--- config.mk ---
export PLATFORM = sky130hd
export DESIGN_NAME = lsu_mem_initiator
export DESIGN_NICKNAME = d
export VERILOG_FILES = /design/src/rtl/lsu_mem_initiator.sv
export SDC_FILE = /design/constraint.sdc
export NUM_CORES = 1
export LEC_CHECK = 0
export CORE_MARGIN = 5
export CORE_UTILIZATION = 24
export DETAILED_ROUTE_END_ITERATION = 7
export GPL_ROUTABILITY_DRIVEN = 0
export GPL_TIMING_DRIVEN = 0
export PLACE_DENSITY_LB_ADDON = 0.08
export SETUP_SLACK_MARGIN = 0.02
export SLEW_MARGIN = 20
export SYNTH_ARGS = -nofsm -noshare
export SYNTH_HDL_FRONTEND = slang
export SYNTH_SLANG_ARGS = --single-unit
--- constraint.sdc ---
create_clock -name clk_i -period 5.3 [get_ports clk_i]
set_input_delay 1.59 -clock clk_i [delete_from_list [all_inputs] [get_ports clk_i]]
set_output_delay 1.59 -clock clk_i [all_outputs]
set_load 0.01 [all_outputs]
--- src/rtl/lsu_mem_initiator.sv ---
// lsu_mem_initiator: shapes core byte/half/word loads and stores into 32-bit word accesses.
// Build option: define MISALIGN_TRAP_EN to trap misaligned H/HU/W accesses instead of issuing them.
module lsu_mem_initiator #(
  parameter int unsigned TIMEOUT_CYCLES = 16
) (
  input  logic        clk_i,
  input  logic        rst_ni,
  input  logic        core_req_i,
  input  logic        core_we_i,
  input  logic [2:0]  core_size_i,
  input  logic [31:0] core_addr_i,
  input  logic [31:0] core_wd_i,
  output logic [31:0] core_rd_o,
  output logic        core_stall_o,
  output logic        core_err_o,
  output logic        mem_req_o,
  output logic        mem_we_o,
  output logic [3:0]  mem_be_o,
  output logic [31:0] mem_addr_o,
  output logic [31:0] mem_wd_o,
  input  logic [31:0] mem_rd_i,
  input  logic        mem_ready_i,
  output logic        misalign_o
);

  localparam int unsigned CNT_W = $clog2(TIMEOUT_CYCLES);
  localparam logic [CNT_W-1:0] CNT_LAST = CNT_W'(TIMEOUT_CYCLES - 1);

  typedef enum logic [1:0] {
    ST_IDLE   = 2'd0,
    ST_ACCESS = 2'd1,
    ST_DONE   = 2'd2
  } state_e;

  state_e            state_r, state_d;
  logic              accept_s, trap_s, hit_s, timeout_s, misalign_s;
  logic              we_r;
  logic [2:0]        size_r;
  logic [31:0]       addr_r;
  logic [3:0]        be_r;
  logic [31:0]       wd_r;
  logic [CNT_W-1:0]  cnt_r;

  function automatic logic [3:0] store_be(input logic [2:0] size, input logic [1:0] addr);
    case (size)
      3'd0, 3'd4: store_be = 4'b0001 << addr;
      3'd1, 3'd5: store_be = addr[1] ? 4'b1100 : 4'b0011;
      default:    store_be = 4'b1111;
    endcase
  endfunction

  function automatic logic [31:0] store_wd(input logic [2:0] size, input logic [31:0] wd);
    case (size)
      3'd0, 3'd4: store_wd = {4{wd[7:0]}};
      3'd1, 3'd5: store_wd = {2{wd[15:0]}};
      default:    store_wd = wd;
    endcase
  endfunction

  function automatic logic [31:0] load_shape(input logic [2:0] size, input logic [1:0] addr,
                                             input logic [31:0] rd);
    logic [7:0]  lane_b;
    logic [15:0] lane_h;
    lane_b = rd[{addr, 3'b000} +: 8];
    lane_h = addr[1] ? rd[31:16] : rd[15:0];
    case (size)
      3'd0:    load_shape = {{24{lane_b[7]}}, lane_b};
      3'd1:    load_shape = {{16{lane_h[15]}}, lane_h};
      3'd4:    load_shape = {24'd0, lane_b};
      3'd5:    load_shape = {16'd0, lane_h};
      default: load_shape = rd;
    endcase
  endfunction

`ifdef MISALIGN_TRAP_EN
  function automatic logic is_misaligned(input logic [2:0] size, input logic [1:0] addr);
    case (size)
      3'd0, 3'd4: is_misaligned = 1'b0;
      3'd1, 3'd5: is_misaligned = addr[0];
      default:    is_misaligned = (addr != 2'b00);
    endcase
  endfunction

  assign misalign_s = is_misaligned(core_size_i, core_addr_i[1:0]);

  // Trap flag is visible for exactly the DONE cycle entered from IDLE.
  always_ff @(posedge clk_i) begin
    if (!rst_ni) begin
      misalign_o <= 1'b0;
    end else begin
      misalign_o <= trap_s;
    end
  end
`else
  assign misalign_s = 1'b0;
  assign misalign_o = 1'b0;
`endif

  // State register.
  always_ff @(posedge clk_i) begin
    if (!rst_ni) begin
      state_r <= ST_IDLE;
    end else begin
      state_r <= state_d;
    end
  end

  // Next-state logic and transition qualifiers shared with the datapath.
  always_comb begin
    state_d   = state_r;
    accept_s  = 1'b0;
    trap_s    = 1'b0;
    hit_s     = 1'b0;
    timeout_s = 1'b0;
    case (state_r)
      ST_IDLE: begin
        if (core_req_i && misalign_s) begin
          trap_s  = 1'b1;
          state_d = ST_DONE;
        end else if (core_req_i) begin
          accept_s = 1'b1;
          state_d  = ST_ACCESS;
        end else begin
          state_d = ST_IDLE;
        end
      end
      ST_ACCESS: begin
        if (mem_ready_i) begin
          hit_s   = 1'b1;
          state_d = ST_DONE;
        end else if (cnt_r == CNT_LAST) begin
          timeout_s = 1'b1;
          state_d   = ST_DONE;
        end else begin
          state_d = ST_ACCESS;
        end
      end
      ST_DONE: state_d = ST_IDLE;
      default: state_d = ST_IDLE;
    endcase
  end

  // Memory port and stall decode; the port is idle outside ACCESS.
  always_comb begin
    core_stall_o = 1'b0;
    mem_req_o    = 1'b0;
    mem_we_o     = 1'b0;
    mem_be_o     = 4'b0000;
    mem_addr_o   = 32'd0;
    mem_wd_o     = 32'd0;
    case (state_r)
      ST_IDLE: core_stall_o = core_req_i;
      ST_ACCESS: begin
        core_stall_o = 1'b1;
        mem_req_o    = 1'b1;
        mem_we_o     = we_r;
        mem_be_o     = be_r;
        mem_addr_o   = {addr_r[31:2], 2'b00};
        mem_wd_o     = wd_r;
      end
      ST_DONE: core_stall_o = 1'b0;
      default: core_stall_o = 1'b0;
    endcase
  end

  // Request latch, timeout counter and registered core-side results.
  always_ff @(posedge clk_i) begin
    if (!rst_ni) begin
      we_r       <= 1'b0;
      size_r     <= 3'd0;
      addr_r     <= 32'd0;
      be_r       <= 4'b0000;
      wd_r       <= 32'd0;
      cnt_r      <= '0;
      core_rd_o  <= 32'd0;
      core_err_o <= 1'b0;
    end else begin
      core_err_o <= timeout_s | trap_s;
      if (accept_s) begin
        we_r   <= core_we_i;
        size_r <= core_size_i;
        addr_r <= core_addr_i;
        be_r   <= core_we_i ? store_be(core_size_i, core_addr_i[1:0]) : 4'b1111;
        wd_r   <= store_wd(core_size_i, core_wd_i);
        cnt_r  <= '0;
      end else if (state_r == ST_ACCESS && !mem_ready_i) begin
        cnt_r <= cnt_r + CNT_W'(1);
      end
      if (hit_s) begin
        if (!we_r) begin
          core_rd_o <= load_shape(size_r, addr_r[1:0], mem_rd_i);
        end
      end else if (timeout_s) begin
        core_rd_o <= 32'hdead_beef;
      end
    end
  end

endmodule

==> reports/summary.txt <==
Status - finished clean
CTS sink cnt - 111
Max Freq - 226 MHz
Crit path kind - reg2out
Most Frequent Cell on Critical Path - clkbuf_1
Root Driver - clkbuf_16
Combinational share of power - 0.202
Final Max Slew Viols - 0
Worst-Margin Slew - 0.719 ns
Die ar. - 24800 um^2
Skew-Pair Late Insertion Delay - 0.35 ns
DR WL/cell - 18.0 um
Post-Route Skew - 0.00877 ns
Synth async-reset ratio - 0
Largest net degree at the start of global routing - 19
Hold Path Class - reg2reg
Utilization after layout - 0.367
Most frequent cells after synthesis - nand2_1 (133), dfxtp_1 (111), and2_1 (69), a21oi_1 (68), o21ai_0 (43)
Final setup violation count - 0
FILL cells - 2265
Worst slew margin - 0.520
Share of cells above drive strength 1 - 0.0559
Fin Hold WS - 0.453 ns
Port Buffers - 204
Internal - 0.00146 W
Proportion of synthesized chip area in sequential cells - 0.425
Hold Crit Depth - 2
Final hold vios - 0
CP Launch Type - flop
Cts bufs inserted - 9
Nets@finish - 977
Max FO, Critical Path - 10
Cell taking the most area after synthesis - dfxtp_1
Cts hold-fix bufs - 0
Core area - 21600 um^2
Top_reg_cell synth - dfxtp_1
Post-CTS sizing - 0
Drt drc - 0
Clock slew at reported path FFs - 0.08 ns
Post-Route Setup TNS - 0 ns
Crit path depth - 6
Vias in the first global route - 5692
Max-cap violations - 0
Worst path top cell family by delay - buffers and inverters
Distinct cells, synth - 49
Final Critical Period - 4.42 ns
Mapped cell area - 5230 um^2
Flops & latches, synth - 111
Postcts setup bufs - 0
Total grt overflow - 0
Cell leakage power - 2.89 nW
EDFF count, synth - 0
Vias - 5496
Yosys top cell area share - 0.425
Initial core utilization - 0.242
Die W - 158 um
Initial antenna violation count - 2
GRT Util Overall - 0.163
First-pass GRT wire length - 31.6 mm
Clk pwr share - 0.346
Post-Route WL - 20.8 mm
Post-DP HPWL - 16.1 mm
Die H - 158 um
Cell Area, Placed - 7630 um^2
Ys Warns - 0
RSZ-0062 raised after global routing - no
Peak VDD IR - 0.000193 V
I/O Pins - 209
CP Buf/Inv Count - 4
P_sw - 0.000570 W
Reg2reg path depth - 5
Grt met3 use - 0.0569
GRT busiest layer - met2
Seq pwr share - 0.452
CP Cell Sequence - nor2b_1 > clkbuf_1 > clkbuf_1 > clkbuf_1 > and2_1 > clkdlybuf4s50_1
DRT antenna net count - 0
Required time of the critical path - 3.71 ns
Crit path capture type - primary output
Vias per Instance - 4.74
Area growth, synth to finish - 51.7%
FP Rows - 54
Tcrit/Tclk final - 0.834
Avg Inst Size Synth - 7.98 um^2
Power density cells - 256 nW/um^2
Drt pass-1 iters - 5
Max Buffers Root-to-Sink - 2
Count leader, synth - nand2_1
Design area - 7930 um^2
Synth top area cells - dfxtp_1 (42%), nand2_1 (9.5%), and2_1 (8.3%)
Grt met2 use - 0.273
GR Util met1 - 0.200
Net Sw Frac - 0.281
CTS tree - done
Htree depth - 3
DRT iter0 DRCs - 249
Post-Syn Instances - 655
Max stage delay on crit path - 0.56 ns
Slowest CP cell - clkdlybuf4s50_1
Critical Path AT - 2.83 ns
tightest hold or removal path, delay by kind of cell (launching register included):
family	cells	cell delay, ns
AOI/OAI and AO/OA	1	0.05
DFF	1	0.31
and+or+nand+nor	1	0.05
power groups by stage:
| stage | clock network [W] | logic, W | registers, W |
|---|---|---|---|
| 2_1_floorplan | 0 | 0.000190 | 0.000934 |
| 3_3_place_gp | 0 | 0.000410 | 0.000934 |
| 3_5_place_dp | 0 | 0.000414 | 0.000936 |
| 4_1_cts | 0.000725 | 0.000416 | 0.000917 |
| 5_1_grt | 0.000758 | 0.000450 | 0.000923 |
| 6_report | 0.000701 | 0.000410 | 0.000916 |
layout make-up:
cell class                      instances  area, um^2  share of cell area
Tap cell                              280         350              0.0442
Buffer                                 56         245              0.0309
Inverter                               12        45.0             0.00568
Timing Repair Buffer                  204        2040               0.257
Clock buffer                           10         229              0.0289
Sequential cell                       111        2220               0.280
Antenna cell                            2        5.00            0.000631
Clock inverter                          6        70.1             0.00883
Multi-Input combinational cell        478        2720               0.343
metal layers:
metal	routed length (um)	vias up
met5	26	-
met3	1680	25
li1	-	2682
met4	305	4
met2	9850	196
met1	8960	2589
stage by stage:
stage | setup WS [ns] | power, W | instances
5_1_grt | 0.547 | 0.00213 | 1157
6_report | 0.882 | 0.00203 | 1159
3_5_place_dp | 0.918 | 0.00135 | 1141
2_1_floorplan | 1.93 | 0.00112 | 657
4_1_cts | 0.744 | 0.00206 | 1157
3_3_place_gp | 0.922 | 0.00134 | 1141
path summary, 6_finish.rpt:
check	startpoint	to	slack, ns
worst max-delay path	state_r[0]$_SDFF_PN0_	mem_addr_o[18]	0.88
worst max register to register	cnt_r[0]$_SDFFE_PP0P_	core_rd_o[20]$_SDFFE_PN0P_	3.26
worst min register to register	addr_r[5]$_SDFFE_PN0P_	addr_r[5]$_SDFFE_PN0P_	0.45
worst min-delay path	addr_r[5]$_SDFFE_PN0P_	addr_r[5]$_SDFFE_PN0P_	0.45
layout by cell type, fill, tap and decap left out, types with 4 or more instances in the layout:
cell type        Yosys  final
a211oi_1            15     15
a21oi_1             68     68
a221o_1              7      7
a311oi_1             8      8
a31oi_1              5      5
and2_1              69     69
buf_2               10     10
buf_4                4      4
clkbuf_1            41     42
clkbuf_16            0      9
clkdlybuf4s50_1      0    204
dfxtp_1            111    111
inv_1                9      9
mux2i_1             20     20
nand2_1            133    133
nor2_1              38     38
nor2b_1              8      8
nor3_1               6      6
o2111a_1             4      4
o21ai_0             43     43
o221a_2             11     11
flip-flops by register name, summed over array words and instances, names as in the netlist:
signal and flops:
addr_r 32, wd_r 32, core_rd_o 32, core_err_o 1, cnt_r 4, size_r 3
be_r 4, state_r 2, we_r 1
logic make-up after synthesis:
kind of cell	share of synthesized area
adders and majority gates	0.00239
other	0.000717
buffers and inverters	0.0555
muxes	0.0447
AOI/OAI and AO/OA	0.226
xor gates and xnor gates	0.00503
and+or+nand+nor	0.240
DFF	0.425
Note: power is estimated with default switching activity, not from simulation.
